`src/rtl/resp_misr_checker_misr_step.sv`:
```
// misr_step: one combinational MISR update, shift left with poly feedback xor chunk
module misr_step #(
  parameter int SIGW = 32
) (
  input  logic [SIGW-1:0] i_sig,
  input  logic [SIGW-1:0] i_chunk,
  input  logic [SIGW-1:0] i_poly,
  output logic [SIGW-1:0] o_sig
);
  assign o_sig = {i_sig[SIGW-2:0], 1'b0} ^ (i_sig[SIGW-1] ? i_poly : '0) ^ i_chunk;
endmodule

```
`config.mk`:
```
export PLATFORM = sky130hd
export DESIGN_NAME = misr_step
export DESIGN_NICKNAME = d
export VERILOG_FILES = /design/src/rtl/resp_misr_checker_misr_step.sv
export SDC_FILE = /design/constraint.sdc
export NUM_CORES = 1
export LEC_CHECK = 0
export BUFFER_PORTS_ARGS = -buffer_cell sky130_fd_sc_hd__buf_4
export CAP_MARGIN = 25
export CORE_UTILIZATION = 28
export DETAILED_ROUTE_END_ITERATION = 10
export PLACE_DENSITY_LB_ADDON = 0.3
export REMOVE_ABC_BUFFERS = 1
export SYNTH_ARGS = -nofsm -noshare
export SYNTH_HDL_FRONTEND = slang
export SYNTH_SLANG_ARGS = --single-unit
```
`constraint.sdc`:
```
create_clock -name vclk -period 0.8
set_input_delay 0.04 -clock vclk [all_inputs]
set_output_delay 0.04 -clock vclk [all_outputs]
set_load 0.005 [all_outputs]
```
==> metrics, run 1 <==
result of the run completed; register share of total power 0%; number of global-route vias before repair about 1100; switching share of power 34.4%; layout cell share with drive strength beyond 1 57.4%; final hold slack 360 ps; Setup crit start kind input port; synthesized cell area around 710 µm²; Detail Route Antenna Nets 0; Leakage 0.000895 µW; final RePlAce weighted congestion 0.714; seq_cells 0; FMAX 1.42 GHz; largest net degree at the start of global routing 33; Comb power frac 100.0%; first drt pass iteration count 3; critical path type in -> out; Routed WL 3220 µm; Final Util ~73%; Layout area overhead 137%; mean post-synth cell area 7.20 µm²; Syn Inst Count roughly 100; DRC 0; sequential cell area 0 µm²; CP endpoint kind primary output; met2 WL post-DR 1840 µm; VDD IR max 0.514 mV; sequential area share after synthesis 0%; I/O Pins 128; Final Hold Fails 0; RSZ-0062 raised after global routing false; Final Max Slew Viols 0; GRT Util Overall approximately 22%; max_slew headroom between 80% and 90%; Hold Buf Count CTS 0; layout clock buffer count 0; die area 0.00272 mm²; M1 WL approximately 1000 µm; Worst Path Required between 700 and 800 ps; setup slack after layout 94.5 ps; warnings from Yosys 0; post-DP HPWL 2770 µm; Final setup violation count 0; DR top layer met4; non-filler cells, final 251; Final Power 1240 µW; Core Area 0.00230 mm²; Ant. Diodes 0; metal3 WL 293 µm; hold_sp i_chunk[0]; Crit Path Max Fanout 32; antenna violations before repair 0; crit path time final around 710 ps; GRT overflow 0; post-synth cell types 4; FP Rows 17; IO buf count 128; Tcrit/Tclk final 88.2%; Setup crit start i_sig[31]; fin nets 321; vias per std cell 4.32; DRT iter0 DRCs 6; Least-Margin Pin Slew 197 ps; initial core utilization 30.7%; Die W 52.2 µm; Int Power 811 µW; first-pass GRT wire length 4710 µm; Hold WC Path Type in -> out; DR vias 1085; Max-Cap Viols 0; Die Ht 52.2 µm; DR WL/cell 12.8 µm; Place WS -17.5 ps; pwr dens approximately 740 mW/mm²; placed instance count around 250; Clock Power Share 0%; Psw 425 µW; arrival time at the worst endpoint 670 ps
## cell usage in the layout, fill, tap and decap left out
cell,Yosys,layout
buf_4,0,127
xnor2_1,32,32
xor2_1,31,31
nand2_1,32,32
buf_8,0,1
## logic make-up after synthesis
logic type / after synthesis / synth area share [%]
xor gates and xnor gates: 63 / 78.2
and+or+nand+nor: 32 / 17.0
buffers and inverters: 3 / 4.79
## path summary, 6_finish.rpt
kind	end	slack, ps	cells after the start
worst max-delay path	o_sig[4]	90	4
worst min-delay path	o_sig[0]	360	3
## through the flow
step | setup TNS, ps | area (µm²)
detailed placement | -41.8 | 1670
global route | 0 | 1680
floorplan | 0 | 672
global placement | 0 | 1670
CTS | 0 | 1670
finish | 0 | 1680
## per-layer routing
metal	track usage [%]	vias up
li1	-	542
met1	21.3	478
met2	47.2	59
met3	5.22	6
met4	4.82	0
met5	0	-
## power by group through the flow
stage	combinational [µW]	sequential, µW	clock [µW]
finish	1240	0	0
global route	1330	0	0
CTS	1250	0	0
detailed placement	1240	0	0
global placement	1210	0	0
floorplan	422	0	0
## synthesized netlist by cell type
| master | count | area, µm² |
|---|---|---|
| buf_6 | 3 | 33.8 |
| nand2_1 | 32 | 120 |
| xor2_1 | 31 | 272 |
| xnor2_1 | 32 | 280 |
## critical path: stages
cell	delay, ps
buf_8	180
nand2_1	100
xnor2_1	190
buf_4	150
## repair_timing
action,4_1_cts,5_1_grt
endpoints found under the setup margin,5,3
setup buffers,0,0
gates resized for setup,1,1
endpoints found under the hold margin,0,0
## area by class of cell
type | instances | area [µm²]
fillers | 185 | 622
multi-input cells | 95 | 672
well taps | 28 | 35.0
repair buffers | 128 | 968
Note: power is estimated with default switching activity, not from simulation.
==> run 2: changes to the inputs <==
--- a/config.mk
+++ b/config.mk
@@ -10,6 +10,7 @@
 export CORE_UTILIZATION = 28
 export DETAILED_ROUTE_END_ITERATION = 10
 export PLACE_DENSITY_LB_ADDON = 0.3
+export RECOVER_POWER = 50
 export REMOVE_ABC_BUFFERS = 1
 export SYNTH_ARGS = -nofsm -noshare
 export SYNTH_HDL_FRONTEND = slang
==> run 2 against run 1 <==
Compared with the run above:
- via count unchanged
- core utilization stayed put
- global-route usage unchanged
- largest cell class unchanged
- routed wire length fell by 0.50%
- die area did not move
- power is 1.1% lower
- maximum frequency barely moved
- first-iteration DRC count unchanged
- worst hold slack is essentially flat
- largest power group unchanged
- critical path type unchanged
- cell area unchanged
==> metrics, run 2 (synthesis results as in run 1) <==
result of the run completed; GRT Util Overall between 20% and 30%; crit path time final 705 ps; initial core utilization 30.7%; Hold WC Path Type in -> out; Clock Power Share 0%; first-pass GRT wire length approximately 4700 µm; Hold Path Stages 3; VDD IR max 0.507 mV; fill count between 150 and 200; layout cell share with drive strength beyond 1 between 50 and 60%; DRC 0; post-DP HPWL 2770 µm; sequential cell area 0 µm²; layout clock buffer count 0; Least-Margin Pin Slew 197 ps; Worst Path Required approximately 760 ps; FP Rows 17; Crit Path Max Fanout 32; FMAX 1.42 GHz; largest net degree at the start of global routing 33; first drt pass iteration count 3; Top delay family on crit path buffers and inverters; Core Area between 0.002 and 0.0025 mm²; arrival time at the worst endpoint 670 ps; slowest CP cell xnor2_1; Leakage 0.000892 µW; Place WS -17.5 ps; Hold Crit Endpoint o_sig[0]; Max-Cap Viols 0; pwr dens ~730 mW/mm²; hold_sp i_chunk[0]; Hold Buf Count CTS 0; number of global-route vias before repair 1083; fin nets 321; Cell Chain, Critical Path buf_8, nand2_1, xnor2_1, buf_4; Ant. Diodes 0; Crit path largest cell delay 190 ps; Routed WL 3210 µm; die area 0.00272 mm²; Psw 422 µW; Area after DPL 0.00167 mm²; Buf/Inv on CP 2; Comb power frac 100.0%; DR vias about 1100; Final Hold Fails 0; setup slack after layout about 95 ps; register share of total power 0%; Final setup violation count 0; DRT iter0 DRCs 6; antenna violations before repair 0; commonest non-fill, non-tap cells in the layout buf_4 (112), nand2_1 (32), xnor2_1 (32); Die W 52.2 µm; final RePlAce weighted congestion about 0.71; Die Ht ~52 µm; Tcrit/Tclk final 88.1%; postcts setup bufs 0; most common cell after layout, fill and taps aside buf_4; I/O Pins about 130; critical path type in -> out; Final Instance Area 0.00168 mm²; GRT overflow 0; seq_cells 0; vias per std cell 4.32; Final Max Slew Viols 0; IO buf count ~130; Setup crit start kind input port; Layout area overhead 137%; switching share of power 34.5%; Detail Route Antenna Nets 0; Int Power ~800 µW; RSZ-0062 raised after global routing false; CP endpoint kind primary output; DR WL/cell 12.8 µm; max_slew headroom 86.8%
[run 2: tightest hold or removal path, delay by kind of cell]
family	cells	cell delay, ps
buf+inv	2	210
xor+xnor	1	60
[run 2: power by group through the flow]
| stage | registers, µW | clock network (µW) | logic, µW |
|---|---|---|---|
| after detailed placement | 0 | 0 | 1240 |
| final | 0 | 0 | 1220 |
| after CTS | 0 | 0 | 1250 |
| after global routing | 0 | 0 | 1320 |
| after global placement | 0 | 0 | 1210 |
| after floorplan | 0 | 0 | 422 |
[run 2: worst max-delay path by stage]
| stage | start | slack (ps) | to | cells after the start |
|---|---|---|---|---|
| final | i_sig[31] | 90 | o_sig[4] | 4 |
| after CTS | i_sig[31] | 60 | o_sig[4] | 4 |
| after detailed placement | i_sig[31] | -20 | o_sig[1] | 4 |
| after floorplan | i_sig[9] | 400 | o_sig[10] | 2 |
| after global placement | i_sig[31] | 8 | o_sig[4] | 4 |
| after global routing | i_sig[31] | 30 | o_sig[16] | 4 |
[run 2: area by class of cell]
| class | instances | area (µm²) | share of cell area [%] |
|---|---|---|---|
| Multi-Input combinational cell | 95 | 672 | 40.1 |
| Timing Repair Buffer | 128 | 968 | 57.8 |
| Tap cell | 28 | 35.0 | 2.09 |
[run 2: repair_timing]
item / 4_1_cts / 5_1_grt
resized for setup: 1 / 1
setup endpoints to repair: 5 / 3
gates cloned: 0 / 0
[run 2: through the flow]
step	hold WS (ps)	utilization [%]	TNS, ps	power (µW)	instances
after CTS	362	72.8	0	1250	251
after global routing	372	72.9	0	1320	251
after floorplan	140	-	0	422	95
after global placement	355	72.6	0	1210	251
final	360	72.9	0	1220	251
after detailed placement	362	72.6	-41.8	1240	251
[run 2: layer usage]
layer | vias to the layer above | GRT usage [%] | share of wire (%)
li1 | 542 | - | -
met5 | - | 0 | 0
met1 | 478 | 21.3 | 32
met2 | 59 | 47.2 | 57
met4 | 0 | 4.82 | 1.6
met3 | 6 | 5.22 | 9.2
==> run 3: changes to the inputs <==
--- a/config.mk
+++ b/config.mk
@@ -7,7 +7,7 @@
 export LEC_CHECK = 0
 export BUFFER_PORTS_ARGS = -buffer_cell sky130_fd_sc_hd__buf_4
 export CAP_MARGIN = 25
-export CORE_UTILIZATION = 28
+export CORE_UTILIZATION = 30
 export DETAILED_ROUTE_END_ITERATION = 10
 export PLACE_DENSITY_LB_ADDON = 0.3
 export RECOVER_POWER = 50
==> constraint.sdc (replaced) <==
create_clock -name vclk -period 0.9
set_input_delay 0.045 -clock vclk [all_inputs]
set_output_delay 0.045 -clock vclk [all_outputs]
set_load 0.005 [all_outputs]
==> run 3 against run 2 <==
Compared with the run above:
- final cell count stayed put
- worst hold slack worse by 3.3 ps
- first-iteration DRC count fell by 33%
- via count decreased by 0.18%
- critical path depth unchanged
- sequential cell count unchanged
- critical path type unchanged
==> metrics, run 3 (synthesis results as in run 1) <==
I/O Pins 128; metal3 WL 265 µm; DRC 0; most common cell after layout, fill and taps aside buf_4; Worst Path Required 850 ps; Ant. Diodes 0; number of global-route vias before repair 1123; IO buf count 128; Cell Chain, Critical Path buf_4, nand2_1, xnor2_1, buf_4; Detail Route Antenna Nets 0; Die Ht 50.5 µm; arrival time at the worst endpoint roughly 790 ps; Top delay family on crit path buffers and inverters; result of the run completed; Setup crit start kind input port; met2 WL post-DR 1690 µm; Crit path largest cell delay 280 ps; Final Hold Fails 0; Setup crit end o_sig[31]; Core Area 0.00221 mm²; initial core utilization 31.9%; postcts setup bufs 0; first drt pass iteration count 4; commonest non-fill, non-tap cells in the layout buf_4 (115), nand2_1 (32), xnor2_1 (32); Least-Margin Pin Slew 300 ps; post-DP HPWL 2560 µm; Routed WL 2740 µm; FMAX 1.20 GHz; Tcrit/Tclk final 92.7%; fill count 177; Hold WC Path Type in -> out; GRT overflow 0; Final setup violation count 0; Hold Path Stages 3; Place WS 71.9 ps; sequential cell area 0 µm²; Die W 50.5 µm; fin nets 321; most frequent CP cell buf_4; pwr dens 646 mW/mm²; DRT iter0 DRCs 4; vias per std cell 4.31; DR vias around 1100; Hold Buf Count CTS 0; M1 WL 743 µm; seq_cells 0; layout clock buffer count 0; Setup crit start i_sig[31]; DR WL/cell 10.9 µm; Resized cells post-CTS 0; Sum Neg Setup Slack 0 ps; final RePlAce weighted congestion 0.769; Area after DPL 0.00167 mm²; Worst path depth 4; slowest CP cell buf_4; critical path type in -> out; RSZ-0062 raised after global routing false; first-pass GRT wire length 4340 µm; Final Max Slew Viols 0; Crit Path Max Fanout 32; VDD IR max 0.430 mV; setup slack after layout approximately 66 ps; Layout area overhead 136%; crit path time final 834 ps; die area 0.00255 mm²; DR top layer met4; largest net degree at the start of global routing 33; GRT Util Overall 21.6%; Buf/Inv on CP 2; CP endpoint kind primary output; max_slew headroom between 80 and 90%; antenna violations before repair 0; layout cell share with drive strength beyond 1 57.4%; Final Instance Area roughly 0.0017 mm²; Leakage 0.000890 µW; Max-Cap Viols 0; FP Rows 17
## run 3: changes by cell type in the layout (fill, tap and decap cells not counted)
cell | previous run | this run
buf_8 | 1 | 0
buf_4 | 112 | 115
clkbuf_4 | 15 | 13
## run 3: area by class of cell
cell class / count / area, µm² / area share (%)
well taps: 28 / 35.0 / 2.10
repair buffers: 128 / 961 / 57.6
multi-input cells: 95 / 672 / 40.3
## run 3: metal layers
metal  vias to the layer above  global-route usage, %
met5                         -                      0
met4                         0                   2.31
met3                         4                   5.45
met2                        57                   48.9
met1                       481                   18.1
li1                        541                      -
## run 3: where the power goes
group	switching [µW]	internal, µW	leakage (µW)	total [µW]
registers	0	0	0	0
clock network	0	0	0	0
logic	368	709	0.000890	1080
## run 3: how the worst min path moves through the flow
stage	start	slack (ps)	endpoint
finish	i_chunk[0]	360	o_sig[0]
global route	i_chunk[0]	370	o_sig[0]
CTS	i_chunk[0]	360	o_sig[0]
detailed placement	i_chunk[0]	360	o_sig[0]
global placement	i_chunk[0]	350	o_sig[0]
floorplan	i_chunk[0]	150	o_sig[0]
## run 3: worst min-delay path: cells and delay by family
kind	cells	cell delay, ps
XOR/XNOR	1	60
buffers and inverters	2	210
## run 3: per-stage QoR
step | total power [µW] | util [%] | hold slack, ps | instances
5_1_grt | 1160 | 75.4 | 373 | 251
4_1_cts | 1100 | 75.4 | 359 | 251
3_5_place_dp | 1100 | 75.4 | 359 | 251
2_1_floorplan | 375 | - | 150 | 95
6_report | 1080 | 75.4 | 356 | 251
3_3_place_gp | 1070 | 75.4 | 354 | 251
